<file path="config.mk">
export PLATFORM = sky130hd
export DESIGN_NAME = cache_axi_arbiter
export DESIGN_NICKNAME = d
export VERILOG_FILES = /design/src/rtl/cache_axi_arbiter.sv
export SDC_FILE = /design/constraint.sdc
export NUM_CORES = 1
export LEC_CHECK = 0
export ABC_AREA = 1
export BUFFER_PORTS_ARGS = -buffer_cell sky130_fd_sc_hd__buf_2
export CORE_MARGIN = 2
export CORE_UTILIZATION = 43
export CTS_CLUSTER_SIZE = 12
export DETAILED_ROUTE_END_ITERATION = 10
export GPL_TIMING_DRIVEN = 0
export PLACE_DENSITY = 0.87
export SLEW_MARGIN = 10
export SYNTH_ARGS = -nofsm -noshare
export SYNTH_HDL_FRONTEND = slang
export SYNTH_SLANG_ARGS = --single-unit
export TNS_END_PERCENT = 10
</file>
<file path="constraint.sdc">
create_clock -name clk -period 1.75 [get_ports clk]
set_input_delay 0.35 -clock clk [delete_from_list [all_inputs] [get_ports clk]]
set_output_delay 0.35 -clock clk [all_outputs]
set_load 0.05 [all_outputs]
</file>
<file path="src/rtl/cache_axi_arbiter.sv">
// ---------------------------------------------------------------------------
// cache_axi_arbiter
//
// Purpose:
//   Shares the single cache-side AXI port between three requesters:
//   ICache refill reads, DCache refill/uncached reads and DCache writebacks.
//   Only one burst is in flight at a time.
//
//   This block sequences the following:
//     - grants
//     - latched address and length
//     - read/write enables
//     - beat counting
//     - per-requester completion pulses
//
//   Read data, write data, strobes and wlast are wired outside this block.
//
// Ports:
//   clk, rst                 clock, synchronous active-high reset
//   flush_i                  CPU flush; cancels delivery of an ICache burst
//   i_req_i/i_addr_i         ICache read request and address (fixed length I_LEN)
//   i_rvalid_o/i_done_o      ICache beat valid / burst-complete pulse
//   d_req_i/d_addr_i/d_len_i DCache read request, address, length (beats-1)
//   d_rvalid_o/d_done_o      DCache beat valid / burst-complete pulse
//   w_req_i/w_addr_i/w_len_i DCache writeback request, address, length
//   w_valid_i                write data valid from DCache
//   w_done_o                 writeback complete pulse
//   axi_*_o                  cache-side AXI control (enables, latched addr/len,
//                            rready, gated wvalid)
//   axi_rvalid_i/axi_bvalid_i read beat returned / write beat accepted
// ---------------------------------------------------------------------------
module cache_axi_arbiter #(
  parameter logic [3:0] I_LEN      = 4'd7,
  parameter int         OFF_W      = 5,
  parameter logic [2:0] STARVE_MAX = 3'd4
) (
  input  logic        clk,
  input  logic        rst,
  input  logic        flush_i,
  // ICache read port
  input  logic        i_req_i,
  input  logic [31:0] i_addr_i,
  output logic        i_rvalid_o,
  output logic        i_done_o,
  // DCache read port
  input  logic        d_req_i,
  input  logic [31:0] d_addr_i,
  input  logic [3:0]  d_len_i,
  output logic        d_rvalid_o,
  output logic        d_done_o,
  // DCache write port
  input  logic        w_req_i,
  input  logic [31:0] w_addr_i,
  input  logic [3:0]  w_len_i,
  input  logic        w_valid_i,
  output logic        w_done_o,
  // Cache-side AXI control
  output logic        axi_ce_o,
  output logic        axi_ren_o,
  output logic        axi_wen_o,
  output logic [31:0] axi_raddr_o,
  output logic [31:0] axi_waddr_o,
  output logic [3:0]  axi_rlen_o,
  output logic [3:0]  axi_wlen_o,
  output logic        axi_rready_o,
  output logic        axi_wvalid_o,
  input  logic        axi_rvalid_i,
  input  logic        axi_bvalid_i
);

  localparam logic [1:0] IDLE = 2'd0;
  localparam logic [1:0] RD_I = 2'd1;
  localparam logic [1:0] RD_D = 2'd2;
  localparam logic [1:0] WR   = 2'd3;

  logic [1:0]  state_q, state_d;
  logic [3:0]  cnt_q, cnt_d;
  logic [2:0]  starve_q, starve_d;
  // 1 = ICache was the last read served; reset to 0 so the first tie goes to I.
  logic        last_i_q, last_i_d;
  // Set by a flush during an ICache burst; the rest of the burst is swallowed.
  logic        drop_q, drop_d;
  logic [31:0] raddr_q, raddr_d;
  logic [31:0] waddr_q, waddr_d;
  logic [3:0]  rlen_q, rlen_d;
  logic [3:0]  wlen_q, wlen_d;

  logic i_pend, rd_pend, line_conflict, pick_i;
  logic rd_active, rd_beat, rd_last, wr_last;

  // A flush blocks new ICache grants, so an ICache request under flush is not pending.
  assign i_pend        = i_req_i & ~flush_i;
  assign rd_pend       = i_pend | d_req_i;
  assign line_conflict = w_req_i & d_req_i &
                         (w_addr_i[31:OFF_W] == d_addr_i[31:OFF_W]);
  // On a tie, grant the read that was not served last.
  assign pick_i        = (i_pend & d_req_i) ? ~last_i_q : i_pend;

  assign rd_active = (state_q == RD_I) | (state_q == RD_D);
  assign rd_beat   = rd_active & axi_rvalid_i;
  assign rd_last   = rd_beat & (cnt_q == rlen_q);
  assign wr_last   = (state_q == WR) & axi_bvalid_i & (cnt_q == wlen_q);

  // -------------------------------------------------------------------------
  // Next-state logic
  // -------------------------------------------------------------------------
  always_comb begin
    state_d  = state_q;
    cnt_d    = cnt_q;
    starve_d = starve_q;
    last_i_d = last_i_q;
    drop_d   = drop_q;
    raddr_d  = raddr_q;
    waddr_d  = waddr_q;
    rlen_d   = rlen_q;
    wlen_d   = wlen_q;

    case (state_q)
      IDLE: begin
        cnt_d  = 4'd0;
        drop_d = 1'b0;
        if (line_conflict ||
            (w_req_i && (!rd_pend || (starve_q < STARVE_MAX)))) begin
          // A write to the same line as the pending DCache read must land
          // first, otherwise the read would return stale data.
          state_d = WR;
          waddr_d = w_addr_i;
          wlen_d  = w_len_i;
          if (rd_pend && (starve_q != 3'd7)) begin
            starve_d = starve_q + 3'd1;
          end
        end else if (rd_pend) begin
          starve_d = 3'd0;
          last_i_d = pick_i;
          if (pick_i) begin
            state_d = RD_I;
            raddr_d = i_addr_i;
            rlen_d  = I_LEN;
          end else begin
            state_d = RD_D;
            raddr_d = d_addr_i;
            rlen_d  = d_len_i;
          end
        end
      end

      RD_I, RD_D: begin
        if ((state_q == RD_I) && flush_i) begin
          drop_d = 1'b1;
        end
        if (rd_last) begin
          state_d = IDLE;
          cnt_d   = 4'd0;
        end else if (rd_beat) begin
          cnt_d = cnt_q + 4'd1;
        end
      end

      WR: begin
        if (wr_last) begin
          state_d = IDLE;
          cnt_d   = 4'd0;
        end else if (axi_bvalid_i) begin
          cnt_d = cnt_q + 4'd1;
        end
      end

      default: state_d = IDLE;
    endcase
  end

  // -------------------------------------------------------------------------
  // State registers
  // -------------------------------------------------------------------------
  always_ff @(posedge clk) begin
    if (rst) begin
      state_q  <= IDLE;
      cnt_q    <= 4'd0;
      starve_q <= 3'd0;
      last_i_q <= 1'b0;
      drop_q   <= 1'b0;
      raddr_q  <= 32'd0;
      waddr_q  <= 32'd0;
      rlen_q   <= 4'd0;
      wlen_q   <= 4'd0;
    end else begin
      state_q  <= state_d;
      cnt_q    <= cnt_d;
      starve_q <= starve_d;
      last_i_q <= last_i_d;
      drop_q   <= drop_d;
      raddr_q  <= raddr_d;
      waddr_q  <= waddr_d;
      rlen_q   <= rlen_d;
      wlen_q   <= wlen_d;
    end
  end

  // -------------------------------------------------------------------------
  // Outputs
  // -------------------------------------------------------------------------
  // ICache delivery is suppressed both by the sticky drop flag and by a
  // flush arriving in the same cycle as a beat (including the last one).
  logic i_deliver;
  assign i_deliver = (state_q == RD_I) & ~drop_q & ~flush_i;

  assign i_rvalid_o = rd_beat & i_deliver;
  assign i_done_o   = rd_last & i_deliver;
  assign d_rvalid_o = rd_beat & (state_q == RD_D);
  assign d_done_o   = rd_last & (state_q == RD_D);
  assign w_done_o   = wr_last;

  assign axi_ren_o    = rd_active;
  assign axi_wen_o    = (state_q == WR);
  assign axi_ce_o     = axi_ren_o | axi_wen_o;
  assign axi_rready_o = rd_active;
  assign axi_wvalid_o = w_valid_i & (state_q == WR);
  assign axi_raddr_o  = raddr_q;
  assign axi_waddr_o  = waddr_q;
  assign axi_rlen_o   = rlen_q;
  assign axi_wlen_o   = wlen_q;

endmodule

</file>
# After elaboration in Yosys (flattened, before gate mapping)
# Cells that the tools add are included.
[classes] n_bitwise=22 mux=19 n_addsub=2 n_eq_ne=14 order_cmp=1 reduce_logical=16
[op_table] operator="$mux 32" count=1
[op_table] operator="$eq 27x27->1" count=1
[op_table] operator="$mux 4" count=5
[op_table] operator="$and 1x1->1" count=15
[op_table] operator="$pmux 4 s3" count=1
[op_table] operator="$mux 2" count=5
[op_table] operator="$mux 3" count=3
[op_table] operator="$ne 3x3->1 const B" count=3
[op_table] operator="$reduce_and 3->1" count=3
[op_table] operator="$eq 4x4->1" count=2
[op_table] operator="$ne 2x2->1 const B" count=3
[op_table] operator="$pmux 2 s3" count=1
[op_table] operator="$reduce_and 2->1" count=3
[op_table] operator="$add 4x1->4 const B" count=1
[op_table] operator="$eq 2x2->1 const B" count=2
[op_table] operator="$not 1->1" count=4
[op_table] operator="$reduce_bool 2->1" count=2
[op_table] operator="$add 3x1->3 const B" count=1
[op_table] operator="$logic_and 1x1->1" count=3
[op_table] operator="$lt 3x3->1 const B" count=1
[op_table] operator="$ne 3x2->1 const B" count=1
[op_table] operator="$or 1x1->1" count=3
[op_table] operator="$eq 2x1->1 const B" count=1
[op_table] operator="$logic_not 2->1" count=1
[op_table] operator="other kinds (6)" count=8
[totals] out_inout_bits=82 in_bits=113 reg_bits=83 wordCells=83

# Logic depth before layout (Yosys ltp)
# Gate-level depths: netlist of run 1.
[logic_depth] word_depth=9 ltp_mapped=15 ltp_nobuf=14

# Worst setup path after synthesis of run 1
# No wires, ideal clock.
[synth_timing] path_kind="register to output" startpoint="register state_q[0]" endpoint="output port d_done_o" t_required_ns=1.400 stages_incl_launch_ff=7 arrival_ns=2.079 path_slack_ns=-0.679 path_cell_list="dfxtp_1 > inv_1 > ha_1 > nand2_1 > a21oi_1 > nand3b_1 > nor2_1"
[synth_via] elab_chain_len=5
[synth_lines] item="start: declaration" line_no="76" text="logic [1:0] state_q, state_d;"
[synth_lines] item="start signal: assignment" line_no="187" text="state_q <= state_d;"
[synth_lines] item="$eq 2x1->1 / $eq 2x2->1 (equally long branches)" line_no="99" text="assign rd_active = (state_q == RD_I) | (state_q == RD_D);"
[synth_lines] item="$or 1x1->1 *" line_no="99"
[synth_lines] item="net axi_ren_o" line_no="59" text="output logic axi_ren_o,"
[synth_lines] item="$and 1x1->1 *" line_no="100" text="assign rd_beat = rd_active & axi_rvalid_i;"
[synth_lines] item="$and 1x1->1 *" line_no="101" text="assign rd_last = rd_beat & (cnt_q == rlen_q);"
[synth_lines] item="$and 1x1->1 *" line_no="210" text="assign d_done_o = rd_last & (state_q == RD_D);"
[synth_lines] item="end: declaration" line_no="50" text="output logic d_done_o,"
# The timed path passes the listed nets; every way through them passes the cells marked *.

# Worst setup path after layout of run 1
[layout_timing] startpoint="register state_q[0]" endpoint="output port d_done_o"
[layout_via] elab_chain_len=5
[layout_lines] item="$eq 2x1->1 / $eq 2x2->1 (equally long branches)" line_no="99, 210"
[layout_lines] item="$or 1x1->1" line_no="99"
[layout_lines] item="$and 1x1->1" line_no="100"
[layout_lines] item="$and 1x1->1" line_no="101"
[layout_lines] item="$and 1x1->1 *" line_no="210"
# Mark *: on every way between the ends. The rest lies on a longest branch, timed or not.

==> impl_metrics.ini, run 1 <==
[pwr]
vdd_drop_max_v = 0.000721
p_per_area_nw_per_um2 = 1270
finalPower_mw = 7.76
p_leak_nw = 3.13

[job]
drv_cap = 0

[sta]
relSlewSlack_pct = 55.0
drv_slew = 0
worst_slack_ns = -0.361
final.period_utilization_pct = 121
worstMarginPinSlew_ns = 0.675
fmax_mhz = 474
fin_skew_ns = 0.0169
final_hold_viol_count = 0
grt_setup_unrepaired = true
setup_violations = 13
timing.final.crit_period_ns = 2.11

[place]
post-dp-hpwl_um = 11300
dp_cells = 1021
pre_cts_slack_ns = -0.432
numPortBuffers = 193
place_congestion = 0.882

[floorplan]
die_x_um = 106
placementRows = 37
core_um2 = 10200
die_h_um = 106
io_pins = 195
die_area_um2 = 11200
start_util_pct = 43.8

[finish]
area_growth_pct = 36.7
final_cell_count_no_fill = 1048
final_nets = 1028
layout-drive-gt1-share_pct = 29.9
fill_cells = 962

[global_route]
grt-ovfl-total = 0
grt-busiest-layer = met2
grt_pass1_vias = 4849
met1_usage_pct = 33.8
track_usage_pct = 26.4
grt_use_met2_pct = 45.3
grt_pass1_wl_um = 23600
use_met3_pct = 6.07
grt_start_max_net_pins = 14
antenna_found_initial = 0

[clocking]
cts_num_sinks = 83
htree_levels = 3
clock_latency_ns = 0.37
numCtsBuffers = 9
clock_path_buffers = 2
cts_tree = yes
clk_pin_slew_ns = 0.08
cts_root_buffer = clkbuf_8

[routing]
drt-total-wl_um = 15900
drc_errors = 0
drtPass1Iterations = 5
drt_iter0_markers = 400
routed_via_density = 5.20
ant_nets = 0
wl_per_cell_um = 15.2
via_count = 5453

[worst_setup_path]
cpPeakStageDelay_ns = 0.37
cp_cell_sequence = inv_4 > ha_4 > nand2_4 > a21oi_2 > nand3b_1 > nor2_4 > buf_6
crit_path_top_delay_cell = dfxtp_2
path_buf_inv = 2
crit_cells = 7
critPathMaxFanout = 4
crit_family = simple AND/OR/NAND/NOR gates
start_kind = flip-flop
path_class = reg2out
critical_path_arrival_ns = 1.76
r2r.worst_path.cells = 9
crit_required_ns = 1.40
crit_path_end_kind = primary output

[worst_hold_path]
whs_path_depth = 3
hold_class = in2reg

[synthesis]
synth_common_cells = nand2_1, dfxtp_1, inv_1
synthFlopType = dfxtp_1
syn_inst = 692
synth_top_area_share_pct = 37.2
yosysSeqAreaShare_pct = 37.2
synthTopCellsByArea = dfxtp_1, nand2_1, a21oi_1
synth.avg_cell_area_um2 = 6.45
synth-async-reset-ratio_pct = 0
ys_warn_count = 0
synth.most_common_cell = nand2_1
syn_nets = 813
synth.distinct_cells = 26
synth.cell_area_um2 = 4460
synth_top_area_cell = dfxtp_1
synth_edf_count = 0
synth-seq-cells = 83

[status]
violations = setup timing
outcome = finished with violations
what timing repair did:
action / CTS / global route
pin swaps: 4 / 10
endpoints found under the setup margin: 77 / 78
hold buffers: 0 / 0
setup buffers: 6 / 5
resized for setup: 26 / 46
placed cells by master, fill, tap and decap left out, drive strengths merged, types with 26 or more instances in the layout:
cell type,count
buf,221
clkbuf,37
dfxtp,83
a21oi,78
nand4,34
inv,82
nand3,46
o21ai,26
nor2,27
nand2,236
cell families (layout without fill, tap and decap cells):
| family | Yosys count | in the layout | share of synthesized area [%] |
|---|---|---|---|
| compound gates | 110 | 110 | 12.6 |
| fa+ha+maj | 8 | 8 | 2.24 |
| flops | 83 | 83 | 37.2 |
| xor+xnor | 9 | 9 | 1.77 |
| other cells | 0 | 1 | 0 |
| buf+inv | 127 | 346 | 12.2 |
| simple gates | 355 | 355 | 34.0 |
where the power goes:
part | internal (mW) | switching [mW]
clock | 0.831 | 0.720
combinational | 1.20 | 2.67
sequential | 2.17 | 0.180
per-stage QoR:
| step | instance area (um^2) | utilization (%) | hold WS (ns) | TNS, ns |
|---|---|---|---|---|
| 2_1_floorplan | 4500 | - | 0.439 | -0.565 |
| 3_3_place_gp | 5630 | 55.3 | 0.444 | -17.10 |
| 3_5_place_dp | 5630 | 55.3 | 0.449 | -19.60 |
| 4_1_cts | 5960 | 58.6 | 0.205 | -0.913 |
| 5_1_grt | 6100 | 59.9 | 0.202 | -3.59 |
| 6_report | 6100 | 59.9 | 0.210 | -2.30 |
cell type report:
cell class              count  area (um^2)  share of cell area [%]
multi-input cells         482         2370                    38.8
inverters                  83          319                    5.23
well taps                 136          170                    2.79
diodes                      1         2.50                  0.0410
flip-flops and latches     83         1660                    27.3
plain buffers              44          258                    4.22
clock buffers              10          138                    2.26
clock inverters             5         77.6                    1.27
repair buffers            204         1100                    18.1
flip-flops by register name (all words and copies together), names as in the netlist:
| signal | count |
|---|---|
| cnt_q | 4 |
| axi_waddr_o | 32 |
| drop_q | 1 |
| axi_raddr_o | 32 |
| state_q | 2 |
| last_i_q | 1 |
| starve_q | 3 |
| axi_rlen_o | 4 |
| axi_wlen_o | 4 |
worst min-delay path, delay by kind of cell:
| kind | cells | cell delay, ns |
|---|---|---|
| buf+inv | 1 | 0.07 |
| simple gates | 2 | 0.11 |
routing by layer:
metal  up-vias  share of wire, %
met5         -                 0
met4         0               1.8
met3        30               9.5
met2       290                48
met1      2487                41
li1       2646                 -
final timing paths:
check,startpoint,endpoint,slack (ns)
min,d_len_i[2],axi_rlen_o[2],0.21
min reg2reg,axi_raddr_o[5],axi_raddr_o[5],0.46
max,state_q[0],d_done_o,-0.36
max reg2reg,state_q[0],cnt_q[3],-0.30
Power figures use the tool's default switching activity.
==> run 2: changes to the inputs <==
REMOVE_ABC_BUFFERS = 1   (was default)
==> run 2 against run 1 <==
  * The run still ends with setup timing left
  * Sequential power about the same
  * Design area grew 1.1%
  * Die area unchanged
==> impl_metrics.ini, run 2 (same netlist as run 1, synthesis figures left out) <==
[routing]
drtPass1Iterations = 6
routed_via_density = 5.14
via_count = 5299
drt-total-wl_um = 15800
drt_iter0_markers = 355
ant_nets = 0
drc_errors = 0
wl_per_cell_um = 15.3

[finish]
regArea_um2 = 1660
antenna_cells = 0
layout_common_cells = nand2_1, buf_2, dfxtp_1
layout-drive-gt1-share_pct = 30.2
fill_cells = 955
multiInputGateArea_um2 = 2560
final_common_cell = nand2_1
final_nets = 1011
final_cell_count_no_fill = 1030
area_growth_pct = 38.2

[worst_setup_path]
critical_path_arrival_ns = 1.66
crit_path_top_delay_cell = dfxtp_2
critPathMaxFanout = 3
cpPeakStageDelay_ns = 0.36
crit_path_end_kind = primary output
cp_cell_sequence = inv_4 > ha_4 > nand2_4 > a21oi_2 > nand3b_1 > nor2_1 > buf_6
crit_required_ns = 1.40
path_class = reg2out
r2r.worst_path.cells = 10
start_kind = flip-flop

[place]
numPortBuffers = 194
post-dp-hpwl_um = 8930
place_congestion = 0.831
dp_cells = 979

[sta]
drv_slew = 0
timing.hold.ws_ns = 0.210
grt_setup_unrepaired = true
setup_violations = 12
fmax_mhz = 498
worstMarginPinSlew_ns = 0.874
relSlewSlack_pct = 41.7
timing.final.crit_period_ns = 2.01
final_hold_viol_count = 0
fin_skew_ns = 0.0113
final.period_utilization_pct = 115
worst_slack_ns = -0.257

[pwr]
p_leak_nw = 3.13
p_per_area_nw_per_um2 = 1200
finalPower_mw = 7.42
vdd_drop_max_v = 0.000860

[global_route]
antenna_found_initial = 0
grt_pass1_wl_um = 23600
track_usage_pct = 26.3
grt-ovfl-total = 0
grt_pass1_vias = 4767
grt_start_max_net_pins = 79

[clocking]
cts_tree = yes
cts_num_sinks = 83
numCtsBuffers = 9
htree_levels = 3
clock_latency_ns = 0.35
clk_pin_slew_ns = 0.09
cts_root_buffer = clkbuf_8
clock_path_buffers = 2
holdBufCountCts = 0

[job]
drv_cap = 0

[status]
violations = setup timing
outcome = finished with violations

[floorplan]
die_area_um2 = 11200
start_util_pct = 43.8
core_um2 = 10200
io_pins = 195
placementRows = 37
die_x_um = 106
die_h_um = 106

[worst_hold_path]
whs_path_depth = 3
hold_class = in2reg
-- run 2: cell count changes in the layout (fill, tap and decap cells not counted), moves of 3 or more --
cell      previous run  this run
nand2_4              3         6
clkbuf_1            15         2
buf_4               11        25
buf_6               15         9
nand2_8              0         7
nor2_2               0         3
a21oi_1             74        77
buf_2              194       184
clkbuf_2             9         0
-- run 2: report_power, final --
| group | internal [mW] | switching [mW] |
|---|---|---|
| sequential | 2.17 | 0.166 |
| clock | 0.510 | 0.717 |
| combinational | 1.17 | 2.69 |
-- run 2: final cells by class --
cell class                 count  share of cell area (%)
timing repair buffer         221                    20.5
clock buffer                  11                    2.13
sequential                    83                    27.0
timing repair inverter         1                   0.142
inverter                      83                    5.54
multi-input combinational    491                    41.5
clock inverter                 4                   0.466
tap                          136                    2.76
-- run 2: critical path: cells and delay by family, from the launching register on --
kind                     cells  cell delay [ns]
AO/OA/AOI/OAI                1             0.09
AND/OR/NAND/NOR              3             0.36
adder cells (fa/ha/maj)      1             0.28
flip-flops                   1             0.36
buffers and inverters        2             0.22
-- run 2: final timing paths --
check	start	slack (ns)	endpoint
worst max register to register	state_q[1]	-0.23	cnt_q[3]
worst min-delay path	d_len_i[2]	0.21	axi_rlen_o[2]
worst max-delay path	state_q[1]	-0.26	i_done_o
worst min register to register	axi_raddr_o[29]	0.46	axi_raddr_o[29]
-- run 2: layer usage --
layer	track usage [%]	vias to the layer above	wire [um]
met5	0	-	0
met4	7.99	0	227
met3	4.66	18	1210
met2	44.9	216	7840
met1	33.8	2435	6530
li1	-	2630	-
-- run 2: per-stage QoR --
step | utilization [%] | instance area [um^2] | setup WS, ns | TNS, ns
3_5_place_dp | 53.1 | 5410 | -1.88 | -134.78
4_1_cts | 57.7 | 5880 | -0.274 | -4.24
6_report | 60.6 | 6170 | -0.257 | -2.04
2_1_floorplan | - | 4230 | -0.992 | -72.21
5_1_grt | 60.6 | 6170 | -0.371 | -3.61
3_3_place_gp | 52.8 | 5370 | -2.46 | -171.61
-- run 2: what timing repair did --
item,4_1_cts,5_1_grt
pin swaps,8,10
resized for setup,42,25
setup buffers,7,19
endpoints found under the setup margin,88,89
cloned,6,4
